--- src/rtl/pa_idu_wb_pkg.sv ---
// Shared definitions for the IDU GPR writeback arbiter: source-select
// encoding, LSU buffer depth, GPR count and the buffered-entry type.
package pa_idu_wb_pkg;

  localparam int LSU_BUF_DEPTH = 2;
  localparam int GPR_NUM       = 32;
  localparam int IDX_W         = $clog2(GPR_NUM);
  localparam int DATA_W        = 32;
  localparam int BUF_PTR_W     = $clog2(LSU_BUF_DEPTH);
  localparam int BUF_CNT_W     = $clog2(LSU_BUF_DEPTH + 1);

  typedef enum logic [1:0] {
    WB_SEL_NONE = 2'b00,
    WB_SEL_ALU  = 2'b01,
    WB_SEL_LSU  = 2'b10,
    WB_SEL_DIV  = 2'b11
  } wb_sel_e;

  typedef struct packed {
    logic [IDX_W-1:0]  idx;
    logic [DATA_W-1:0] data;
  } wb_ent_t;

endpackage

--- src/rtl/pa_idu_wb_lsu_buf.sv ---
// Small in-order FIFO holding load writebacks that lost arbitration.
// Head is presented combinationally so it can be granted in the same cycle.
module pa_idu_wb_lsu_buf
  import pa_idu_wb_pkg::*;
(
  input  logic                 clk,
  input  logic                 rst_b,
  input  logic                 push,
  input  wb_ent_t              push_ent,
  input  logic                 pop,
  output logic                 full,
  output logic                 empty,
  output wb_ent_t              head,
  output logic [BUF_CNT_W-1:0] cnt
);

  wb_ent_t                  ent [LSU_BUF_DEPTH];
  logic [LSU_BUF_DEPTH-1:0] ent_vld;
  logic [BUF_PTR_W-1:0]     wptr;
  logic [BUF_PTR_W-1:0]     rptr;
  logic [BUF_CNT_W-1:0]     cnt_q;

  always_ff @(posedge clk) begin
    if (!rst_b) begin
      cnt_q   <= '0;
      wptr    <= '0;
      rptr    <= '0;
      ent_vld <= '0;
    end else begin
      // When full, wptr == rptr: a same-cycle pop/push reuses the slot, and
      // the later set of the valid bit wins over the clear.
      if (pop)  ent_vld[rptr] <= 1'b0;
      if (push) ent_vld[wptr] <= 1'b1;
      if (pop)  rptr <= rptr + 1'b1;
      if (push) wptr <= wptr + 1'b1;
      cnt_q <= cnt_q + BUF_CNT_W'(push) - BUF_CNT_W'(pop);
    end
  end

  // Payload is not reset; validity is tracked separately.
  always_ff @(posedge clk) begin
    if (push) ent[wptr] <= push_ent;
  end

  assign head  = ent[rptr];
  assign empty = ~ent_vld[rptr];
  assign full  = (cnt_q == BUF_CNT_W'(LSU_BUF_DEPTH));
  assign cnt   = cnt_q;

endmodule

--- src/rtl/pa_idu_gpr_wb_arb.sv ---
// GPR writeback arbiter: ALU > buffered load > direct load > DIV, one write
// per cycle, combinational output. DIV port enabled by PA_IDU_WB_DIV_PORT_EN.
module pa_idu_gpr_wb_arb
  import pa_idu_wb_pkg::*;
(
  input  logic                 forever_cpuclk,
  input  logic                 cpurst_b,
  input  logic                 alu_wb_vld,
  input  logic [IDX_W-1:0]     alu_wb_idx,
  input  logic [DATA_W-1:0]    alu_wb_data,
  input  logic                 lsu_wb_vld,
  input  logic [IDX_W-1:0]     lsu_wb_idx,
  input  logic [DATA_W-1:0]    lsu_wb_data,
  output logic                 lsu_wb_rdy,
  input  logic                 div_wb_vld,
  input  logic [IDX_W-1:0]     div_wb_idx,
  input  logic [DATA_W-1:0]    div_wb_data,
  output logic                 div_wb_rdy,
  output logic [GPR_NUM-1:0]   reg_write_en,
  output logic [DATA_W-1:0]    reg_write_data,
  output logic                 wb_flsu_vld,
  output logic [BUF_CNT_W-1:0] lsu_buf_cnt
);

  wb_ent_t              buf_head;
  wb_ent_t              lsu_ent;
  logic                 buf_full;
  logic                 buf_empty;
  logic                 buf_push;
  logic                 buf_pop;
  logic [BUF_CNT_W-1:0] buf_cnt;
  logic                 buf_vld;
  logic                 buf_full_eff;
  logic                 lsu_direct;
  logic                 div_grant;
  wb_sel_e              wb_sel;
  logic [IDX_W-1:0]     wr_idx;

  assign lsu_ent = '{idx: lsu_wb_idx, data: lsu_wb_data};

  pa_idu_wb_lsu_buf u_lsu_buf (
    .clk      (forever_cpuclk),
    .rst_b    (cpurst_b),
    .push     (buf_push),
    .push_ent (lsu_ent),
    .pop      (buf_pop),
    .full     (buf_full),
    .empty    (buf_empty),
    .head     (buf_head),
    .cnt      (buf_cnt)
  );

  // While reset is held the buffer is treated as empty, so stale entries can
  // never be written out in the reset cycle itself.
  assign buf_vld      = ~buf_empty & cpurst_b;
  assign buf_full_eff = buf_full & cpurst_b;

  assign buf_pop    = buf_vld & ~alu_wb_vld;
  assign lsu_direct = lsu_wb_vld & ~alu_wb_vld & ~buf_vld;
  assign lsu_wb_rdy = ~buf_full_eff | buf_pop;
  assign buf_push   = lsu_wb_vld & lsu_wb_rdy & ~lsu_direct;
  assign lsu_buf_cnt = cpurst_b ? buf_cnt : '0;

`ifdef PA_IDU_WB_DIV_PORT_EN
  assign div_wb_rdy = ~alu_wb_vld & ~buf_vld & ~lsu_wb_vld;
  assign div_grant  = div_wb_vld & div_wb_rdy;
`else
  logic unused_div;
  assign unused_div = ^{div_wb_vld, div_wb_idx, div_wb_data};
  assign div_wb_rdy = 1'b0;
  assign div_grant  = 1'b0;
`endif

  always_comb begin
    wb_sel         = WB_SEL_NONE;
    wr_idx         = alu_wb_idx;
    reg_write_data = alu_wb_data;
    if (alu_wb_vld) begin
      wb_sel = WB_SEL_ALU;
    end else if (buf_pop) begin
      wb_sel         = WB_SEL_LSU;
      wr_idx         = buf_head.idx;
      reg_write_data = buf_head.data;
    end else if (lsu_direct) begin
      wb_sel         = WB_SEL_LSU;
      wr_idx         = lsu_wb_idx;
      reg_write_data = lsu_wb_data;
`ifdef PA_IDU_WB_DIV_PORT_EN
    end else if (div_grant) begin
      wb_sel         = WB_SEL_DIV;
      wr_idx         = div_wb_idx;
      reg_write_data = div_wb_data;
`endif
    end
  end

  // x0 writes still complete their handshake but never raise an enable.
  always_comb begin
    reg_write_en = '0;
    if (wb_sel != WB_SEL_NONE) reg_write_en[wr_idx] = 1'b1;
    reg_write_en[0] = 1'b0;
  end

  assign wb_flsu_vld = (wb_sel == WB_SEL_LSU) && (wr_idx != '0);

endmodule

--- config.mk ---
export PLATFORM = sky130hd
export DESIGN_NAME = pa_idu_gpr_wb_arb
export DESIGN_NICKNAME = d
export VERILOG_FILES = /design/src/rtl/pa_idu_wb_pkg.sv /design/src/rtl/pa_idu_wb_lsu_buf.sv /design/src/rtl/pa_idu_gpr_wb_arb.sv
export SDC_FILE = /design/constraint.sdc
export NUM_CORES = 1
export LEC_CHECK = 0
export BUFFER_PORTS_ARGS = -buffer_cell sky130_fd_sc_hd__buf_2
export CAP_MARGIN = 20
export CORE_MARGIN = 1.5
export CORE_UTILIZATION = 29
export CTS_CLUSTER_DIAMETER = 60
export CTS_CLUSTER_SIZE = 30
export DETAILED_ROUTE_END_ITERATION = 6
export GPL_TIMING_DRIVEN = 0
export HOLD_SLACK_MARGIN = 0.02
export PLACE_DENSITY = 0.54
export SYNTH_ARGS = -nofsm -noshare
export SYNTH_HDL_FRONTEND = slang
export SYNTH_SLANG_ARGS = --single-unit
--- constraint.sdc ---
create_clock -name forever_cpuclk -period 3.2 [get_ports forever_cpuclk]
set_clock_uncertainty 0.1 [all_clocks]
set_input_delay 0.16 -clock forever_cpuclk [delete_from_list [all_inputs] [get_ports forever_cpuclk]]
set_output_delay 0.16 -clock forever_cpuclk [all_outputs]
set_load 0.02 [all_outputs]
# After elaboration in Yosys (flattened, before gate mapping)
# Memory sizes are Yosys's and may differ from the RTL's. A register that Yosys moved wholly into a read port is not among the register bits.
# Index checks and enable logic that the tools add are counted.
[word_totals] register_bits=6 ramBits=74 output_inout_bits=69 input_bits=116 n_memories=1
[mem_list] memory="u_lsu_buf.ent" depth=2 word_bits=37 read_ports=1 rd_ports_with_merged_regs=1 wr=1 line="pa_idu_wb_lsu_buf.sv:17" text="wb_ent_t ent [LSU_BUF_DEPTH];"
[op_classes] n_bitwise=15 eq_ne=2 n_lt_le_gt_ge=6 reduce_logical=6 n_mux=26 add_sub_neg=4
[op_table] cell="$mux W32" n=4
[op_table] cell="$mux W5" n=3
[op_table] cell="$mux W2" n=7
[op_table] cell="$mux W1" n=9
[op_table] cell="$and A1 B1 Y1" n=7
[op_table] cell="$lt A5 B6 Y1 const B" n=1
[op_table] cell="$demux W1 S5" n=1
[op_table] cell="$ge A5 B1 Y1 const B" n=1
[op_table] cell="$reduce_bool A5 Y1" n=1
[op_table] cell="$eq A2 B2 Y1 const B" n=2
[op_table] cell="$logic_and A1 B1 Y1" n=4
[op_table] cell="$lt A1 B2 Y1 const B" n=2
[op_table] cell="$not A1 Y1" n=4
[op_table] cell="$add A1 B1 Y1 const B" n=2
[op_table] cell="$add A2 B1 Y2" n=1
[op_table] cell="$and A2 B2 Y2" n=1
[op_table] cell="$demux W1 S1" n=2
[op_table] cell="$ge A1 B1 Y1 const B" n=2
[op_table] cell="$not A2 Y2" n=1
[op_table] cell="$or A2 B2 Y2" n=1
[op_table] cell="$reduce_bool A2 Y1" n=1
[op_table] cell="$sub A2 B1 Y2" n=1
[op_table] cell="$or A1 B1 Y1" n=1

# Depth between registers and ports, before layout
# Gate-level depths: netlist (run 1).
[logic_depth] word_depth=13 depth_mapped=8 mapped_depth_nobuf=8

# By module
# Synthesis (run 1) repeated with hierarchy kept, for this count alone.
[unflattened] cells_unflattened=330 area_unflattened_um2=4070.2
[by_module_without_submodules] mod="pa_idu_wb_lsu_buf" cells_per_inst=144 seq_area_each_um2=2362.3 instances=1 area_per_inst_um2=3121.7
[by_module_without_submodules] mod="pa_idu_gpr_wb_arb" cells_per_inst=186 seq_area_each_um2=0.0 instances=1 area_per_inst_um2=948.4

# Worst setup path after synthesis (run 1)
# No wires, ideal clock.
[synth_path] path_type="flip-flop to flip-flop" start="register u_lsu_buf.rptr" end="memory u_lsu_buf.ent[0][0] (netlist name) (enable)" period_less_slack_ps=3175 t_arrival_ps=2641 path_stages_with_launch=6 n_path_buf=1 path_slack_ps=25 cell_sequence="dfxtp_1 mux2_4 and2_1 buf_6 o211ai_2 nor2_1"
[synth_between] elab_chain_cells=9 elab_cells_between_ends=12 cone_classes="mux (4); bitwise (8)"
[synth_rtl] item="from (decl)" line="pa_idu_wb_lsu_buf.sv:20" text="logic [BUF_PTR_W-1:0] rptr;"
[synth_rtl] item="from (signal assigned)" line="pa_idu_wb_lsu_buf.sv:34" text="if (pop) rptr <= rptr + 1'b1;"
[synth_rtl] item="$mux W1 (implied by the code) * (2 in series)" line="pa_idu_wb_lsu_buf.sv:46" text="assign empty = ~ent_vld[rptr];"
[synth_rtl] item="$and A1 B1 Y1 *" line="pa_idu_gpr_wb_arb.sv:55" text="assign buf_vld = ~buf_empty & cpurst_b;"
[synth_rtl] item="$and A1 B1 Y1 / $not A1 Y1 (equally long branches)" line="pa_idu_gpr_wb_arb.sv:58, pa_idu_gpr_wb_arb.sv:59"
[synth_rtl] item="$or A1 B1 Y1 / $and A1 B1 Y1 (equally long branches)" line="pa_idu_gpr_wb_arb.sv:60, pa_idu_gpr_wb_arb.sv:59"
[synth_rtl] item="$and A1 B1 Y1 / $not A1 Y1 (equally long branches)" line="pa_idu_gpr_wb_arb.sv:61" text="assign buf_push = lsu_wb_vld & lsu_wb_rdy & ~lsu_direct;"
[synth_rtl] item="$and A1 B1 Y1 *" line="pa_idu_gpr_wb_arb.sv:61"
[synth_rtl] item="$mux W1 *" line="pa_idu_wb_lsu_buf.sv:42" text="if (push) ent[wptr] <= push_ent;"
[synth_rtl] item="$mux W1 (implied by the code) *" line="pa_idu_wb_lsu_buf.sv:42"
[synth_rtl] item="to (decl)" line="pa_idu_wb_lsu_buf.sv:17"
# Every way passes the cells marked *; elsewhere a longest branch is shown, timed or not. The select of a mux whose other input is x is not followed.

# Final worst setup path (run 1)
[layout_path] start="register u_lsu_buf.rptr" end="output wb_flsu_vld"
[layout_between] elab_chain_cells=10 elab_cells_between_ends=15 cone_classes="eq/ne (1); mux (8); bitwise (4); reduce/logical (2)"
[layout_rtl] item="$mux W1 (implied by the code) * (2 in series)" line="pa_idu_wb_lsu_buf.sv:46"
[layout_rtl] item="$and A1 B1 Y1 *" line="pa_idu_gpr_wb_arb.sv:55"
[layout_rtl] item="$not A1 Y1" line="pa_idu_gpr_wb_arb.sv:59" text="assign lsu_direct = lsu_wb_vld & ~alu_wb_vld & ~buf_vld;"
[layout_rtl] item="$and A1 B1 Y1" line="pa_idu_gpr_wb_arb.sv:59"
[layout_rtl] item="$mux W5 / $mux W2 (equally long branches)" line="pa_idu_gpr_wb_arb.sv:84" text="end else if (lsu_direct) begin"
[layout_rtl] item="$mux W5 / $mux W2 (equally long branches)" line="pa_idu_gpr_wb_arb.sv:80" text="end else if (buf_pop) begin"
[layout_rtl] item="$mux W5 / $mux W2 (equally long branches)" line="pa_idu_gpr_wb_arb.sv:78" text="if (alu_wb_vld) begin"
[layout_rtl] item="$reduce_bool A5 Y1 / $eq A2 B2 Y1 (equally long branches)" line="pa_idu_gpr_wb_arb.sv:104" text="assign wb_flsu_vld = (wb_sel == WB_SEL_LSU) && (wr_idx != '0);"
[layout_rtl] item="$logic_and A1 B1 Y1 *" line="pa_idu_gpr_wb_arb.sv:104"
[layout_rtl] item="to (decl)" line="pa_idu_gpr_wb_arb.sv:21" text="output logic wb_flsu_vld,"
# Marks and branches as above.

==> results of run 1 <==
==> worst max-delay path: cells and delay by family, from the launching register on <==
kind / cells / cell delay, ns
buf+inv: 1 / 0.21
simple gates: 1 / 0.35
compound gates: 2 / 0.43
flops: 1 / 0.41
mux: 2 / 0.90
==> worst paths after layout <==
kind / to / slack (ns) / cells past startpoint
worst max-delay path: wb_flsu_vld / 0.30 / 6
worst min-delay path: u_lsu_buf.wptr$_SDFFE_PN0P_ / 0.26 / 4
worst max register to register: u_lsu_buf.ent_vld[1]$_SDFF_PN0_ / 0.87 / 8
worst min register to register: u_lsu_buf.ent_vld[0]$_SDFF_PN0_ / 0.46 / 2
==> power groups by stage <==
stage | Sequential (mW) | Clock, mW | Combinational (mW)
floorplan | 1.24 | 0 | 0.289
CTS | 1.21 | 1.02 | 0.505
global route | 1.22 | 1.07 | 0.550
global placement | 1.24 | 0 | 0.454
detailed placement | 1.24 | 0 | 0.469
finish | 1.21 | 0.993 | 0.499
==> cell usage after synthesis, types with 2 or more instances <==
cell / count / share of area
o21a_1: 4 / 0.0071
nand3_2: 6 / 0.014
edfxtp_1: 74 / 0.53
a221o_2: 2 / 0.0053
xnor2_1: 2 / 0.0041
buf_6: 2 / 0.0053
inv_1: 7 / 0.0062
a221o_1: 2 / 0.0047
buf_2: 6 / 0.0071
and2_1: 9 / 0.013
o211ai_4: 2 / 0.010
a21oi_1: 34 / 0.040
dfxtp_1: 7 / 0.033
mux2i_1: 36 / 0.085
nor2_1: 67 / 0.060
nor2b_1: 3 / 0.0044
o21ai_0: 33 / 0.039
o211ai_2: 2 / 0.0059
buf_4: 2 / 0.0036
clkbuf_1: 13 / 0.012
a221oi_4: 4 / 0.025
nand2_1: 36 / 0.032
and4_1: 2 / 0.0041
ha_1: 2 / 0.0059
nand3_1: 3 / 0.0036
==> through the flow <==
step           std cells    util  TNS, ns  area [µm²]
6_report             755  0.4184        0        5876
4_1_cts              755  0.4184        0        5876
5_1_grt              755  0.4184        0        5876
3_5_place_dp         702  0.3716        0        5219
2_1_floorplan        377       -        0        4229
3_3_place_gp         700  0.3682   -46.37        5170
==> sequential cells by signal (all words and copies together), names as in the netlist, named ones only <==
| name | cells |
|---|---|
| u_lsu_buf.cnt | 2 |
| u_lsu_buf.wptr | 1 |
| u_lsu_buf.ent | 74 |
| u_lsu_buf.rptr | 1 |
| u_lsu_buf.ent_vld | 2 |
==> final cells by class <==
| class | count | area, µm² | share of cell area |
|---|---|---|---|
| clock buffer | 10 | 229.0 | 0.03897 |
| timing repair buffer | 182 | 1126 | 0.1917 |
| buffer | 24 | 120.1 | 0.02044 |
| tap | 180 | 225.2 | 0.03833 |
| multi-input combinational | 265 | 1729 | 0.2943 |
| sequential | 81 | 2362 | 0.4020 |
| clock inverter | 6 | 57.56 | 0.009796 |
| inverter | 7 | 26.28 | 0.004472 |
==> routing by layer <==
metal,track usage,share of wire
met1,0.1933,0.46
met2,0.2566,0.49
met3,0.02747,0.036
met4,0.05675,0.016
met5,0,0
==> cells by family after synthesis <==
kind of cell,after synthesis,synth area share
compound gates,91,0.1652
xor+xnor,3,0.006220
fa+ha+maj,2,0.005921
buf+inv,31,0.03465
flops,81,0.5591
mux,38,0.09150
other cells,1,0.0008875
simple gates,129,0.1365
==> run summary, run 1 <==
Status: finished, final reports clean
DRT Pass-1 Iters: 4
Die X: 123.7 µm
Internal power: 2.001 mW
PwrDens: 460.6 mW/mm²
Core area: 0.01404 mm²
RePlAce Congestion: 0.7710
Worst Setup Slack post-DPL: 0.6049 ns
Sequential Power Share: 0.449
First-pass GRT wire length: 17.56 mm
Routed wire length: 11.36 mm
Pin count of the biggest net entering global routing: 36
Switching Share: 0.2608
Seq/Total Area, Yosys: 0.5591
CP Data Required Time: 2.94 ns
Post-CTS sizing: 0
Vias in the first global route: 3,371
Area Overhead vs Synth: 39.06%
Post-synth EDFFs: 74
Leakage: 2.329 nW
Crit-path slowest cell: mux2i_1
CTS Buf Count: 9
RSZ-0062 raised after global routing: no
CP startpoint: u_lsu_buf.rptr$_SDFFE_PN0N_
Slew Viols, Final: 0
Vias: 3,508
Antenna diode count: 0
Worst slew margin: 0.5352
Power Total: 2.707 mW
Final HPWL DP: 7.969 mm
Port-buffer cells: 143
Antenna-violating nets left: 0
GRT Total Usage: 0.1517
Worst Setup Slack, final: 0.2988 ns
Slowest stage delay, CP: 0.50 ns
Cts hold-fix bufs: 37
Hold Crit Start: lsu_wb_vld
Hold Crit Class: in -> reg
Io pins: 185
Worst-path cell chain: mux2_4 -> nand2_1 -> mux2i_1 -> a21oi_1 -> a41oi_1 -> buf_2
Seq cells post-synth: 81
Fill cell count: 1,378
Clock transition at path regs: 0.06 ns
# setup viols final: 0
Clock share of power: 0.367
Die H: 123.7 µm
Most common cell after layout, fill and taps aside: buf_2
Clock latency on the worst-skew pair: 0.33 ns
# rows: 43
Worst VDD drop: 0.2421 mV
Hold slack final: 0.2605 ns
Hold Fails Final Rpt: 0
Post-synth ARST share: 0
DRC: 0
1st-iter DRT viols: 203
Ys Warns: 0
Switch Pwr: 0.7059 mW
WP data arrival: 2.64 ns
Tcrit/Tclk final: 0.9066
Synth Flop Type: edfxtp_1
Startpoint Class: flip-flop
Die Area: 0.01530 mm²
Kind of critical path: reg -> out
Post-Synthesis Cells: 376
CP Max Fanout: 9
Gr ovfl total: 0
Vias/cell: 4.646
Starting Density: 0.3009
Period minus WS final: 2.901 ns
RR Startpoint: u_lsu_buf.rptr$_SDFFE_PN0N_
Antenna violations before repair: 0
# clock sinks: 81
Htree depth: 3
Share of post-route cells with drive strength above 1: 0.3357
CTS Buffer Depth: 2
Most frequent cells in the layout: buf_2, edfxtp_1, nor2_1, dlygate4sd3_1
Max Clk Rate: 344.7 MHz
Setup repair bufs after CTS: 0
Clock root buffer: clkbuf_16
Unique masters post-synth: 41
Syn Std Cell Area: 0.004225 mm²
Worst setup EP type: output pin
Number of max-cap violations: 0
Syn Area/Cell: 11.24 µm²
Worst slew pin tran: 0.6972 ns
Logic pwr share: 0.184
CTS tree: done
DR WL/cell: 15.04 µm
Nets: 688
(Power assumes the default switching activity.)
==> run 2: changes to the inputs <==
--- a/config.mk
+++ b/config.mk
@@ -12,9 +12,11 @@
 export CTS_CLUSTER_DIAMETER = 60
 export CTS_CLUSTER_SIZE = 30
 export DETAILED_ROUTE_END_ITERATION = 6
+export GPL_ROUTABILITY_DRIVEN = 0
 export GPL_TIMING_DRIVEN = 0
 export HOLD_SLACK_MARGIN = 0.02
-export PLACE_DENSITY = 0.54
+export PLACE_DENSITY = 0.55
 export SYNTH_ARGS = -nofsm -noshare
 export SYNTH_HDL_FRONTEND = slang
+export SYNTH_HIERARCHICAL = 1
 export SYNTH_SLANG_ARGS = --single-unit
==> run summary, run 2 <==
Status: finished, final reports clean
Post-CTS sizing: 0
Syn Std Cell Area: 0.004070 mm²
Syn Area/Cell: 12.33 µm²
Io pins: 185
Die Area: 0.01476 mm²
Routed wire length: 10.20 mm
Final Util: 0.4173
Most frequent cells in the layout: buf_2, nor2_1, edfxtp_1, dlygate4sd3_1, o22ai_1
PwrDens: 496.1 mW/mm²
Post-Synthesis Cells: 330
Worst Setup Slack, final: 0.3320 ns
# placed instances: 657
Period minus WS final: 2.868 ns
Main combinational cell family by area after synthesis: multiplexers
Kind of critical path: reg -> reg
Area Overhead vs Synth: 41.22%
Vias in the first global route: 3,271
Worst-path cell chain: mux2i_1 -> or3b_1 -> buf_2 -> clkbuf_1 -> inv_1 -> ha_1 -> inv_1 -> ha_1 -> xnor2_1 -> xnor2_1 -> and2_1
Slew Viols, Final: 0
CTS Buf Count: 9
Antenna-violating nets left: 0
Tcrit/Tclk final: 0.8963
Startpoint Class: flip-flop
Starting Density: 0.2955
Synth Area in XOR/XNOR: 0.004304
WP data arrival: 2.99 ns
Worst setup EP type: flip-flop
Max FFs per register: 74
Slowest stage delay, CP: 0.49 ns
Register with the most flip-flops: u_lsu_buf/ent
Leakage: 2.385 nW
Antenna violations before repair: 0
CP Max Fanout: 10
Most frequent cell after synthesis: nor2_1
FF+latch area: 0.002362 mm²
CTS tree: done
Placement Cell Area: 0.005069 mm²
Non-filler cells, final: 709
CP Data Required Time: 3.32 ns
Vias/cell: 4.563
Post-synthesis adder-cell area fraction: 0.006148
DR WL/cell: 14.38 µm
# setup viols final: 0
Seq cells post-synth: 81
Share of post-route cells with drive strength above 1: 0.4159
Fill cell count: 1,310
Synth Area in Simple Gates: 0.1365
Gr ovfl total: 0
Htree depth: 3
DRC: 0
Flop2flop setup slack: 0.33 ns
Nets: 643
# clock sinks: 81
Cell area after layout: 0.005748 mm²
Synth top area share: 0.5460
Final HPWL DP: 7.140 mm
Worst slew margin: 0.6123
Hold Fails Final Rpt: 0
Seq/Total Area, Yosys: 0.5804
Post-synthesis mux area share: 0.1374
Hold slack final: 0.06145 ns
Pin count of the biggest net entering global routing: 26
DR WL met3: 468 µm
Post-synth ARST share: 0
Crit-path slowest cell: clkbuf_1
Clock latency on the worst-skew pair: 0.32 ns
1st-iter DRT viols: 142
DR WL met2: 4.929 mm
Commonest cells post-synth: nor2_1, edfxtp_1, o22ai_1, mux2_4, nand3_1
Clock transition at path regs: 0.06 ns
RSZ-0062 raised after global routing: no
M1 wire length: 4.706 mm
Die X: 121.5 µm
Synth Flop Type: edfxtp_1
Hold Crit Class: in -> reg
# rows: 43
Most common cell after layout, fill and taps aside: buf_2
First-pass GRT wire length: 15.97 mm
Core area: 0.01377 mm²
Port-buffer cells: 144
Ys Warns: 6
Top routing layer used: met4
Clock root buffer: clkbuf_16
Worst slew pin tran: 0.5790 ns
Unique masters post-synth: 38
CTS Buffer Depth: 2
DRT Pass-1 Iters: 6
Area leader, netlist: edfxtp_1
Die H: 121.5 µm
Worst VDD drop: 0.1973 mV
Worst Setup Slack post-DPL: 0.2816 ns
Top post-synthesis cells by area: edfxtp_1, mux2_4, nor2_1, o22ai_1, dfxtp_1
Compound-gate portion of the synthesized area: 0.09560
Post-synth EDFFs: 74
Vias: 3,235
Number of max-cap violations: 0
Multi-input gate area: 0.001563 mm²
Max Clk Rate: 348.7 MHz
GRT Total Usage: 0.1404
Antenna diode count: 0
-- run 2: kinds of logic after synthesis --
family,count (synthesis)
AND/OR/NAND/NOR,129
multiplexers,40
buffers and inverters,23
other,1
flip-flops,81
AO/OA/AOI/OAI,52
adder cells (fa/ha/maj),2
XOR/XNOR,2
-- run 2: layout make-up --
cell class | instances | area share
clock inverter | 6 | 0.01458
inverter | 5 | 0.003265
tap | 180 | 0.03918
timing repair buffer | 183 | 0.1968
buffer | 18 | 0.02416
clock buffer | 9 | 0.03918
sequential | 81 | 0.4110
multi-input combinational | 227 | 0.2719
-- run 2: power breakdown --
| group | internal (mW) | switching, mW |
|---|---|---|
| Clock | 0.674 | 0.379 |
| Sequential | 1.23 | 0.0186 |
| Combinational | 0.247 | 0.301 |
-- run 2: through the flow --
step	TNS (ns)	total power, mW
after detailed placement	0	1.790
after global routing	0	2.985
after floorplan	0	1.598
final	0	2.851
after CTS	0	2.885
after global placement	-36.72	1.770
-- run 2: repair_timing --
| action | in CTS | in global routing |
|---|---|---|
| hold buffers | 37 | 0 |
| endpoints found under the hold margin | 74 | 0 |
| buffers inserted | 0 | 0 |
-- run 2: critical path, delay by kind of cell (launching register included) --
family | cells | cell delay, ns
muxes | 1 | 0.26
DFF | 1 | 0.37
buffers and inverters | 4 | 0.97
and+or+nand+nor | 2 | 0.28
xor gates and xnor gates | 2 | 0.26
adders and majority gates | 2 | 0.51
-- run 2: layer usage --
layer | global-route usage | vias to the layer above
li1 | - | 1601
met1 | 0.1824 | 1531
met2 | 0.2440 | 96
met3 | 0.02350 | 7
met4 | 0.03235 | 0
met5 | 0 | -
-- run 2: worst paths after layout --
| path | startpoint | end | depth (start not counted) |
|---|---|---|---|
| worst min-delay path | cpurst_b | u_lsu_buf/wptr$_SDFFE_PN0P_ | 2 |
| worst max-delay path | u_lsu_buf/rptr$_SDFFE_PN0P_ | u_lsu_buf/cnt[1]$_SDFF_PN0_ | 11 |
| worst min register to register | u_lsu_buf/ent_vld[0]$_SDFF_PN0_ | u_lsu_buf/ent_vld[0]$_SDFF_PN0_ | 2 |
| worst max register to register | u_lsu_buf/rptr$_SDFFE_PN0P_ | u_lsu_buf/cnt[1]$_SDFF_PN0_ | 11 |
